==> src/rtl/vector_sweep_ctrl.sv <==
// Exhaustive input-sweep sequencer: drives 0..2^W-1, captures dut_out, emits records,
// accumulates a CRC-16 (0x1021) signature and ones count. Optional golden compare: SWEEP_COMPARE_EN.
module vector_sweep_ctrl #(
  parameter int unsigned W          = 5,
  parameter int unsigned SETTLE_CYC = 1,
  parameter int unsigned SETTLE_W   = 4
) (
  input  logic            CK,
  input  logic            reset,
  input  logic            start,
  input  logic            abort,
  output logic [W-1:0]    N,
  input  logic            dut_out,
`ifdef SWEEP_COMPARE_EN
  input  logic            exp_bit,
  output logic [W:0]      mismatch_cnt,
  output logic [W-1:0]    first_fail_vec,
  output logic            fail_seen,
`endif
  output logic            rec_valid,
  input  logic            rec_ready,
  output logic [W-1:0]    rec_vec,
  output logic            rec_bit,
  output logic            busy,
  output logic            done,
  output logic [15:0]     signature,
  output logic [W:0]      ones_count
);

  typedef enum logic [2:0] {
    S_IDLE, S_DRIVE, S_SETTLE, S_CAPTURE, S_EMIT, S_DONE
  } state_t;

  localparam logic [W-1:0]        VEC_LAST    = '1;
  localparam logic [SETTLE_W-1:0] SETTLE_LOAD = SETTLE_W'(SETTLE_CYC);
  localparam logic [15:0]         SIG_SEED    = 16'hFFFF;
  localparam logic [15:0]         SIG_POLY    = 16'h1021;

  state_t              state_q, state_d;
  logic [W-1:0]        vec_q, vec_d;
  logic [W-1:0]        n_q, n_d;
  logic [SETTLE_W-1:0] cnt_q, cnt_d;
  logic [W-1:0]        rec_vec_q, rec_vec_d;
  logic                rec_bit_q, rec_bit_d;
  logic [15:0]         sig_q, sig_d;
  logic [W:0]          ones_q, ones_d;
  logic                fb;
`ifdef SWEEP_COMPARE_EN
  logic [W:0]          mm_q, mm_d;
  logic [W-1:0]        ffv_q, ffv_d;
  logic                fail_q, fail_d;
`endif

  always_ff @(posedge CK or posedge reset) begin
    if (reset) begin
      state_q   <= S_IDLE;
      vec_q     <= '0;
      n_q       <= '0;
      cnt_q     <= '0;
      rec_vec_q <= '0;
      rec_bit_q <= 1'b0;
      sig_q     <= SIG_SEED;
      ones_q    <= '0;
`ifdef SWEEP_COMPARE_EN
      mm_q      <= '0;
      ffv_q     <= '0;
      fail_q    <= 1'b0;
`endif
    end else begin
      state_q   <= state_d;
      vec_q     <= vec_d;
      n_q       <= n_d;
      cnt_q     <= cnt_d;
      rec_vec_q <= rec_vec_d;
      rec_bit_q <= rec_bit_d;
      sig_q     <= sig_d;
      ones_q    <= ones_d;
`ifdef SWEEP_COMPARE_EN
      mm_q      <= mm_d;
      ffv_q     <= ffv_d;
      fail_q    <= fail_d;
`endif
    end
  end

  always_comb begin
    state_d   = state_q;
    vec_d     = vec_q;
    n_d       = n_q;
    cnt_d     = cnt_q;
    rec_vec_d = rec_vec_q;
    rec_bit_d = rec_bit_q;
    sig_d     = sig_q;
    ones_d    = ones_q;
    fb        = sig_q[15] ^ dut_out;
`ifdef SWEEP_COMPARE_EN
    mm_d      = mm_q;
    ffv_d     = ffv_q;
    fail_d    = fail_q;
`endif
    // abort outranks start and the handshake; accumulators are left frozen
    if (abort) begin
      state_d = S_IDLE;
    end else begin
      case (state_q)
        S_IDLE, S_DONE: begin
          if (start) begin
            state_d = S_DRIVE;
            vec_d   = '0;
            sig_d   = SIG_SEED;
            ones_d  = '0;
`ifdef SWEEP_COMPARE_EN
            mm_d    = '0;
            ffv_d   = '0;
            fail_d  = 1'b0;
`endif
          end
        end
        S_DRIVE: begin
          n_d     = vec_q;
          cnt_d   = SETTLE_LOAD;
          state_d = (SETTLE_CYC == 0) ? S_CAPTURE : S_SETTLE;
        end
        S_SETTLE: begin
          if (cnt_q <= SETTLE_W'(1)) state_d = S_CAPTURE;
          else                       cnt_d   = cnt_q - SETTLE_W'(1);
        end
        S_CAPTURE: begin
          rec_bit_d = dut_out;
          rec_vec_d = vec_q;
          ones_d    = ones_q + (W+1)'(dut_out);
          sig_d     = {sig_q[14:0], 1'b0} ^ (fb ? SIG_POLY : 16'h0000);
`ifdef SWEEP_COMPARE_EN
          if (dut_out != exp_bit) begin
            mm_d = mm_q + (W+1)'(1);
            if (!fail_q) begin
              ffv_d  = vec_q;
              fail_d = 1'b1;
            end
          end
`endif
          state_d = S_EMIT;
        end
        S_EMIT: begin
          if (rec_ready) begin
            if (vec_q == VEC_LAST) begin
              state_d = S_DONE;
            end else begin
              vec_d   = vec_q + W'(1);
              state_d = S_DRIVE;
            end
          end
        end
        default: state_d = S_IDLE;
      endcase
    end
  end

  assign N          = n_q;
  assign rec_valid  = (state_q == S_EMIT);
  assign rec_vec    = rec_vec_q;
  assign rec_bit    = rec_bit_q;
  assign busy       = (state_q == S_DRIVE) || (state_q == S_SETTLE) ||
                      (state_q == S_CAPTURE) || (state_q == S_EMIT);
  assign done       = (state_q == S_DONE);
  assign signature  = sig_q;
  assign ones_count = ones_q;
`ifdef SWEEP_COMPARE_EN
  assign mismatch_cnt   = mm_q;
  assign first_fail_vec = ffv_q;
  assign fail_seen      = fail_q;
`endif

endmodule
==> config.mk <==
export PLATFORM = sky130hd
export DESIGN_NAME = vector_sweep_ctrl
export DESIGN_NICKNAME = d
export VERILOG_FILES = /design/src/rtl/vector_sweep_ctrl.sv
export SDC_FILE = /design/constraint.sdc
export NUM_CORES = 1
export LEC_CHECK = 0
export ABC_CLOCK_PERIOD_IN_PS = 2100
export BUFFER_PORTS_ARGS = -buffer_cell sky130_fd_sc_hd__buf_2
export CAP_MARGIN = 20
export CORE_MARGIN = 5
export CORE_UTILIZATION = 49
export DETAILED_ROUTE_END_ITERATION = 10
export HOLD_SLACK_MARGIN = 0.15
export PLACE_DENSITY = 0.73
export SETUP_SLACK_MARGIN = 0.1
export SLEW_MARGIN = 25
export SYNTH_ARGS = -nofsm -noshare
export SYNTH_HDL_FRONTEND = slang
export SYNTH_SLANG_ARGS = --single-unit
==> constraint.sdc <==
create_clock -name CK -period 2.1 [get_ports CK]
set_input_delay 0.105 -clock CK [delete_from_list [all_inputs] [get_ports CK]]
set_output_delay 0.105 -clock CK [all_outputs]
set_load 0.01 [all_outputs]
==> results.yml, run 1 <==
floorplan:
  start_util_pct: 50.8
  rows: 24
  dieHeight_um: 77.2
  io_pins: 42
  coreArea_sq_um: 4350
  die_w_um: 77.2
  dieArea_sq_um: 5960
drt:
  vias: 1760
  routedWlPerCell_um: 14.2
  ant_nets: 0
  drc_errors: 0
  drt-vias-per-instance: 5.38
  first_pass_iters: 4
  drt_iter0_markers: 112
  drt_wl_total_um: 4630
global_routing:
  grt_max_degree: 46
  grt_pass1_vias: 1616
  grt_overflow_total: 0
  antenna_found_initial: 0
  grt_pass1_wl_um: 7700
  grt_use_total_pct: 15.8
layout:
  fill_cells: 363
  area_delta_synth_final_pct: 21.5
  num_antenna_cells: 0
  stdcell_area_sq_um: 2690
  final_common_cell: "buf_2"
  regArea_sq_um: 1150
  drive_gt1_share_pct: 36.0
  final_cell_mix: "buf_2, dfrtp_1, nand2_1"
  nNetsFinal: 286
  multi_input_area_sq_um: 986
synthesis:
  synthArstFlopShare_pct: 100
  synthDistinctLibCells: 39
  synth_nets: 231
  synth_edf_count: 0
  avgSynthCellArea_sq_um: 10.1
  ys.flop_type: "dfrtp_1"
  synth_seq_cells: 45
  ys_warn_count: 0
  syn_inst: 219
  syn_area_sq_um: 2210
  ys_seq_area_share_pct: 51.8
hold_path:
  hp-class: "in -> reg"
  hold_path_depth: 4
sta:
  timing.final.crit_share_pct: 94.6
  final_max_slew_viol_count: 0
  worst_pin_slew_ns: 0.560
  fin_setup_tns_ns: 0
  setup_viol: 0
  max_freq_mhz: 503
  slew_headroom_pct: 62.7
  min_period_ns: 1.99
  skew_ns: 0.00477
  grt_setup_unrepaired: "yes"
  hold_slack_ns: 0.189
  final_hold_viol_count: 0
placed_design:
  portBuffers: 41
  dp_hpwl_um: 3190
  placed_cell_area_sq_um: 2490
  gp_congestion: 0.842
critical_path:
  crit_type: "reg -> reg"
  cp_common_cell: "buf_4"
  required_ns: 2.29
  cp_num_cells: 10
  critPathCaptureType: "register"
  cp.arrival_ns: 2.18
  crit_slowest_cell: "dfrtp_1"
  cp_max_fo: 6
  crit_chain: "ha_1, and3_1, ha_1, and3b_1, o311ai_2, buf_4, buf_4, buf_4, nand2_1, o21ai_0"
  worst-path-buf-inv: 3
  cp_top_family: "simple AND/OR/NAND/NOR gates"
  slowest_delay_ns: 0.42
  worst_r2r_path_depth: 10
  critPathLaunchType: "register"
clocking:
  clockBufferDepth: 2
  cts.clk_slew.worst_paths_ns: 0.08
  cts_tree: "done"
  cts_root_buffer: "clkbuf_8"
  clkLatencyLatePin_ns: 0.30
  numClockSinks: 45
  cts.htree.levels: 2
  cts_buffers: 5
status:
  status: "completed"
pwr:
  power.density_nw_per_um2: 1040
  peakVddDrop_mv: 0.484
  p_leak_nw: 1.31
job:
  maxCapViolCount: 0
## cell usage after synthesis, types with 2 or more instances
library cell,instances,area share [%]
or3b_2,2,0.79
nand3_1,5,1.1
o22a_1,2,0.79
ha_1,6,3.4
or3_1,4,1.1
buf_4,4,1.4
clkbuf_1,2,0.34
nor2b_1,2,0.57
xnor2_1,5,2.0
and2_1,2,0.57
a21oi_1,10,2.3
inv_1,11,1.9
mux2_2,11,5.6
nor2_1,22,3.7
o21ai_0,25,5.7
nor3b_1,4,1.4
buf_2,3,0.68
o31ai_1,6,2.0
nand3b_1,3,1.0
nand2_1,27,4.6
dfrtp_1,29,33
dfstp_2,16,19
or4_1,2,0.68
## where the power goes
part | total (W) | leakage (nW) | internal, W | switching [W]
Sequential | 0.00134 | 0.567 | 0.00116 | 0.000178
Clock | 0.000631 | 0.0566 | 0.000340 | 0.000291
Combinational | 0.000834 | 0.685 | 0.000377 | 0.000457
Total | 0.00281 | 1.31 | 0.00188 | 0.000925
## timing repair
item | 4_1_cts | 5_1_grt
hold buffers | 3 | 0
setup endpoints to repair | 0 | 3
setup buffers | 0 | 4
endpoints found under the hold margin | 34 | 0
resized for setup | 0 | 6
## worst min-delay path, delay by kind of cell
kind / cells / cell delay [ns]
simple gates: 1 / 0.08
compound gates: 2 / 0.13
buf+inv: 1 / 0.13
## state kept, by name, summed over array words and instances (netlist names)
register	cells
rec_bit	1
state_q	3
vec_q	5
signature	16
rec_vec	5
N	5
cnt_q	4
ones_count	6
## metal layers
metal  wire [um]  global-route usage, %  vias up
met5           0                      0        -
met4          55                   4.12        0
met2        2210                   24.7       43
met1        2110                   20.9      842
met3         265                   5.50        8
li1            -                      -      867
## final cells by class
| cell class | count | share of cell area (%) |
|---|---|---|
| Sequential cell | 45 | 42.6 |
| Multi-Input combinational cell | 153 | 36.7 |
| Timing Repair Buffer | 58 | 12.7 |
| Clock buffer | 8 | 4.14 |
| Tap cell | 52 | 2.42 |
| Inverter | 11 | 1.53 |
## worst paths after layout
path | startpoint | to | slack [ns]
setup / recovery | vec_q[1] | vec_q[4] | 0.11
hold / removal | start | state_q[2] | 0.19
setup reg to reg | vec_q[1] | vec_q[4] | 0.11
hold reg to reg | signature[8] | signature[8] | 0.49
max in group asynchronous | reset | signature[14] | 1.23
min in group asynchronous | reset | rec_vec[3] | 0.49
## cell families after synthesis
family / count (synthesis) / share of synthesized area, %
AND/OR/NAND/NOR: 81 / 19.1
multiplexers: 11 / 5.60
flip-flops: 45 / 51.8
XOR/XNOR: 6 / 2.37
adder cells (fa/ha/maj): 6 / 3.39
AO/OA/AOI/OAI: 49 / 13.0
buffers and inverters: 21 / 4.75
## metrics by stage
step	cells	setup WS [ns]	power [W]	utilization [%]
after floorplan	219	0.117	0.00187	-
after global placement	312	0.226	0.00214	57.3
after detailed placement	312	0.129	0.00217	57.3
after CTS	323	0.115	0.00281	60.5
after global routing	327	0.0396	0.00300	61.8
final	327	0.113	0.00281	61.8
No activity file was read; power rests on OpenSTA's default activity.
==> inputs of run 2 (changes only) <==
--- a/config.mk
+++ b/config.mk
@@ -5,14 +5,15 @@
 export SDC_FILE = /design/constraint.sdc
 export NUM_CORES = 1
 export LEC_CHECK = 0
-export ABC_CLOCK_PERIOD_IN_PS = 2100
+export ABC_CLOCK_PERIOD_IN_PS = 1900
 export BUFFER_PORTS_ARGS = -buffer_cell sky130_fd_sc_hd__buf_2
 export CAP_MARGIN = 20
+export CORE_ASPECT_RATIO = 0.8
 export CORE_MARGIN = 5
-export CORE_UTILIZATION = 49
+export CORE_UTILIZATION = 55
 export DETAILED_ROUTE_END_ITERATION = 10
 export HOLD_SLACK_MARGIN = 0.15
-export PLACE_DENSITY = 0.73
+export PLACE_DENSITY = 0.77
 export SETUP_SLACK_MARGIN = 0.1
 export SLEW_MARGIN = 25
 export SYNTH_ARGS = -nofsm -noshare
==> constraint.sdc (replaced) <==
create_clock -name CK -period 1.9 [get_ports CK]
set_input_delay 0.095 -clock CK [delete_from_list [all_inputs] [get_ports CK]]
set_output_delay 0.095 -clock CK [all_outputs]
set_load 0.01 [all_outputs]
==> run 2 against run 1 <==
Compared with the run above:
- final area rose by 2.6%
- sequential cell count did not move
- cell count rose by 2.4%
- worst setup slack got worse by 0.098 ns
- non-clock buffer count rose by 5
- global-route usage rose by 3.2 points
- worst hold slack improved by 0.0039 ns
- core utilization rose by 9.8 points
==> results.yml, run 2 (synthesis results as in run 1) <==
status:
  status: "completed"
sta:
  grt_setup_unrepaired: "yes"
  layout_setup_ws_ns: 0.0145
  timing.final.crit_share_pct: 99.2
  final_max_slew_viol_count: 0
  min_period_ns: 1.89
  skew_ns: 0.00904
  setup_viol: 0
  max_freq_mhz: 530
  final_hold_viol_count: 0
  slew_headroom_pct: 50.6
  worst_pin_slew_ns: 0.737
critical_path:
  crit_slowest_cell: "o311ai_4"
  startpoint: "vec_q[1]"
  r2r_start: "vec_q[1]"
  critPathLaunchType: "register"
  required_ns: 2.08
  cp_num_cells: 7
  cp_max_fo: 6
  r2r_end: "vec_q[2]"
  cp-endpoint: "vec_q[2]"
  slowest_delay_ns: 0.42
  cp.arrival_ns: 2.07
  rrSetupSlack_ns: 0.01
  crit_type: "reg -> reg"
  critPathCaptureType: "register"
  crit_chain: "ha_2, and3_4, ha_4, and3b_2, o311ai_4, nand2b_4, o22ai_1"
  worst_r2r_path_depth: 7
  worst-path-buf-inv: 0
  cp_top_family: "simple AND/OR/NAND/NOR gates"
hold_path:
  hp-class: "in -> reg"
drt:
  drc_errors: 0
  wl_met1_um: 2170
  drt_iter0_markers: 77
  drt_wl_total_um: 4420
  wl_met3_um: 219
  first_pass_iters: 4
  routedWlPerCell_um: 13.2
  vias: 1749
  drt-vias-per-instance: 5.22
  route.top_layer_used: "met4"
  ant_nets: 0
  wl_met2_um: 1990
global_routing:
  grt_overflow_total: 0
  grt_max_degree: 34
  antenna_found_initial: 0
  grt_pass1_wl_um: 7970
  grt_use_total_pct: 19.0
  grt_pass1_vias: 1749
floorplan:
  start_util_pct: 57.4
  coreArea_sq_um: 3850
  dieArea_sq_um: 5400
  dieHeight_um: 66.7
  rows: 20
  io_pins: 42
  die_w_um: 80.9
layout:
  area_delta_synth_final_pct: 24.7
  fill_cells: 298
  largest_reg_flops: 16
  drive_gt1_share_pct: 40.0
  instances_no_fill: 335
  final_common_cell: "buf_2"
  final_cell_mix: "buf_2, dfrtp_1, nand2_1"
  fin_util_pct: 71.6
  nNetsFinal: 291
  num_antenna_cells: 0
pwr:
  peakVddDrop_mv: 1.01
  power.density_nw_per_um2: 1080
  p_leak_nw: 1.32
clocking:
  clockBufferDepth: 2
  cts_root_buffer: "clkbuf_8"
  numClockSinks: 45
  cts.htree.levels: 2
  cts_tree: "done"
  cts_buffers: 5
  cts.clk_slew.worst_paths_ns: 0.08
  clkLatencyLatePin_ns: 0.29
placed_design:
  portBuffers: 41
  gp_congestion: 0.806
  place_ws_ns: 0.0576
  dp_cells: 319
  dp_hpwl_um: 3110
job:
  maxCapViolCount: 0
==> run 2: cell count changes in the layout (fill, tap and decap cells not counted), moves of 2 or more <==
cell | previous run | this run
clkinv_2 | 0 | 2
dfrtp_1 | 29 | 27
ha_1 | 6 | 4
buf_4 | 14 | 17
dfrtp_2 | 0 | 2
==> run 2: metal layers <==
metal  global-route usage, %  vias up
met5                       0        -
met4                    5.06        0
met3                    4.59        5
met2                    29.3       36
met1                    26.8      829
li1                        -      879
==> run 2: area by class of cell <==
type	instances	area, sq um	share of cell area, %
Clock inverter	2	10.0	0.363
Tap cell	55	68.8	2.49
Sequential cell	45	1150	41.6
Multi-Input combinational cell	153	1020	37.1
Inverter	11	41.3	1.50
Timing Repair Buffer	63	394	14.3
Clock buffer	6	72.6	2.63
==> run 2: repair_timing <==
| item | in CTS | in global routing |
|---|---|---|
| hold buffers | 3 | 0 |
| gates resized for setup | 1 | 14 |
| endpoints found under the setup margin | 3 | 21 |
| pin swaps | 1 | 5 |
| setup buffers | 1 | 4 |
| hold endpoints to repair | 21 | 0 |
==> run 2: worst min path at each step <==
stage                  from          to  depth (start not counted)
CTS                   start  state_q[2]                          4
global route          start  state_q[2]                          4
global placement      reset  rec_vec[0]                          2
floorplan           dut_out     rec_bit                          1
detailed placement    reset  rec_vec[2]                          2
finish                start  state_q[2]                          4
==> run 2: power breakdown <==
group | leakage, nW | internal, W | switching (W)
clock network | 0.0450 | 0.000255 | 0.000299
registers | 0.564 | 0.00129 | 0.000196
logic | 0.716 | 0.000428 | 0.000508
==> run 2: stage by stage <==
step	TNS [ns]	hold slack, ns	area, sq um	total power, W
2_1_floorplan	0	0.247	2240	0.00209
3_3_place_gp	0	0.154	2570	0.00239
3_5_place_dp	0	0.165	2570	0.00241
4_1_cts	0	0.174	2690	0.00298
5_1_grt	-0.246	0.222	2760	0.00323
6_report	0	0.193	2760	0.00298
==> run 2: worst reg2reg max path, stage by stage (launching register included) <==
cell and delay (ns):
dfrtp_1 0.36, ha_2 0.18, and3_4 0.18, ha_4 0.12
and3b_2 0.22, o311ai_4 0.42, nand2b_4 0.23, o22ai_1 0.07
==> inputs of run 3 (changes only) <==
--- a/config.mk
+++ b/config.mk
@@ -5,7 +5,7 @@
 export SDC_FILE = /design/constraint.sdc
 export NUM_CORES = 1
 export LEC_CHECK = 0
-export ABC_CLOCK_PERIOD_IN_PS = 1900
+export ABC_CLOCK_PERIOD_IN_PS = 1800
 export BUFFER_PORTS_ARGS = -buffer_cell sky130_fd_sc_hd__buf_2
 export CAP_MARGIN = 20
 export CORE_ASPECT_RATIO = 0.8
==> constraint.sdc (replaced) <==
create_clock -name CK -period 1.8 [get_ports CK]
set_input_delay 0.09 -clock CK [delete_from_list [all_inputs] [get_ports CK]]
set_output_delay 0.09 -clock CK [all_outputs]
set_load 0.01 [all_outputs]
==> run 3 against run 2 <==
Compared with the run above:
- the run now ends with negative setup slack left
- worst hold slack improved by 0.0061 ns
- clock power increased by 42%
- highest routed layer unchanged
- sequential power grew 6%
==> results.yml, run 3 (synthesis results as in run 1) <==
drt:
  drt_iter0_markers: 99
  drc_errors: 0
  drt_wl_total_um: 4750
  first_pass_iters: 4
  vias: 1810
  ant_nets: 0
  drt-vias-per-instance: 5.39
  routedWlPerCell_um: 14.1
critical_path:
  crit_chain: "ha_2, and3_4, ha_4, and3b_1, o311ai_4, nand2b_4, o31ai_1"
  rrSetupSlack_ns: -0.02
  slowest_delay_ns: 0.39
  crit_slowest_cell: "dfrtp_1"
  r2r_end: "vec_q[3]"
  critPathCaptureType: "register"
  critPathLaunchType: "register"
  required_ns: 2.00
  cp_max_fo: 6
  cp_top_family: "simple AND/OR/NAND/NOR gates"
  worst-path-buf-inv: 0
  crit_type: "reg -> reg"
  cp.arrival_ns: 2.03
  r2r_start: "vec_q[1]"
  worst_r2r_path_depth: 7
status:
  status: "complete, but fails checks"
  violations: "negative setup slack"
floorplan:
  start_util_pct: 57.4
  io_pins: 42
  die_w_um: 80.9
  dieArea_sq_um: 5400
  dieHeight_um: 66.7
  coreArea_sq_um: 3850
  rows: 20
job:
  maxCapViolCount: 0
clocking:
  cts_tree: "done"
  cts.clk_slew.worst_paths_ns: 0.08
  clockBufferDepth: 2
  clkLatencyLatePin_ns: 0.30
  cts_root_buffer: "clkbuf_8"
  numClockSinks: 45
  cts.htree.levels: 2
  cts_buffers: 5
pwr:
  peakVddDrop_mv: 0.781
  p_int_w: 0.00231
  p_sw_w: 0.00113
  p_comb_share_pct: 31.4
  seqPwrFrac_pct: 45.8
  power.density_nw_per_um2: 1220
  p_leak_nw: 1.35
  clkPwrFrac_pct: 22.8
  swShare_pct: 32.8
sta:
  timing.final.crit_share_pct: 101
  worst_pin_slew_ns: 0.543
  final_hold_viol_count: 0
  skew_ns: 0.00574
  slew_headroom_pct: 63.8
  layout_setup_ws_ns: -0.0247
  final_max_slew_viol_count: 0
  max_freq_mhz: 548
  setup_viol: 2
  min_period_ns: 1.82
  grt_setup_unrepaired: "yes"
placed_design:
  portBuffers: 41
  gp_congestion: 0.848
  dp_hpwl_um: 3230
  place_ws_ns: -0.0249
layout:
  area_delta_synth_final_pct: 27.4
  final_cell_mix: "buf_2, dfrtp_1, nand2_1"
  nNetsFinal: 292
  fin_util_pct: 73.1
  num_antenna_cells: 0
  final_common_cell: "buf_2"
  drive_gt1_share_pct: 39.9
  largest_reg_flops: 16
hold_path:
  hold_path_depth: 4
  hold_end: "state_q[2]"
  min_from: "start"
  hp-class: "in -> reg"
global_routing:
  antenna_found_initial: 0
  grt_pass1_vias: 1699
  grt_pass1_wl_um: 7750
  grt_max_degree: 46
  grt_use_total_pct: 19.0
  grt_overflow_total: 0
==> run 3: layout make-up <==
| class | instances | area, sq um |
|---|---|---|
| fillers | 306 | 1030 |
| multi-input cells | 153 | 1050 |
| clock buffers | 7 | 86.3 |
| well taps | 55 | 68.8 |
| inverters | 11 | 41.3 |
| repair buffers | 64 | 392 |
| clock inverters | 1 | 30.0 |
| flip-flops and latches | 45 | 1150 |
==> run 3: worst register-to-register path: cells and delay by family (launching register included) <==
| kind | cells | cell delay, ns |
|---|---|---|
| simple gates | 3 | 0.63 |
| fa+ha+maj | 2 | 0.34 |
| flops | 1 | 0.39 |
| compound gates | 2 | 0.38 |
==> run 3: per-stage QoR <==
| step | std cells | TNS (ns) | power (W) | hold WS, ns | instance area, sq um |
|---|---|---|---|---|---|
| 2_1_floorplan | 219 | 0 | 0.00220 | 0.242 | 2260 |
| 3_3_place_gp | 321 | 0 | 0.00254 | 0.257 | 2590 |
| 3_5_place_dp | 321 | -0.0436 | 0.00258 | 0.262 | 2590 |
| 4_1_cts | 334 | -0.0198 | 0.00337 | 0.186 | 2750 |
| 5_1_grt | 336 | -0.387 | 0.00366 | 0.221 | 2820 |
| 6_report | 336 | -0.0285 | 0.00344 | 0.199 | 2820 |
==> run 3: how the worst max path moves through the flow <==
stage / startpoint / end / slack [ns] / cells past startpoint
floorplan: vec_q[0] / vec_q[3] / 0.05 / 7
global placement: vec_q[1] / vec_q[3] / 0.07 / 7
detailed placement: vec_q[1] / vec_q[3] / -0.02 / 7
CTS: vec_q[1] / vec_q[3] / -0.02 / 7
global route: vec_q[0] / vec_q[0] / -0.11 / 7
finish: vec_q[1] / vec_q[3] / -0.02 / 7
==> run 3: power groups by stage <==
stage | clock [W] | sequential, W | combinational [W]
2_1_floorplan | 0 | 0.00165 | 0.000557
3_3_place_gp | 0 | 0.00157 | 0.000972
3_5_place_dp | 0 | 0.00158 | 0.000997
4_1_cts | 0.000801 | 0.00157 | 0.00100
5_1_grt | 0.000842 | 0.00162 | 0.00120
6_report | 0.000784 | 0.00158 | 0.00108
==> run 3: routing by layer <==
layer	wire length [um]	up-vias	GRT usage (%)
li1	-	875	-
met1	2270	888	26.7
met2	2180	40	28.7
met3	240	7	4.19
met4	64	0	7.17
met5	0	-	0
==> run 3: repair_timing <==
item,in CTS,in global routing
hold buffers,4,0
endpoints found under the setup margin,5,29
pin swaps,0,2
resized for setup,0,11
setup buffers,1,2
endpoints found under the hold margin,33,0
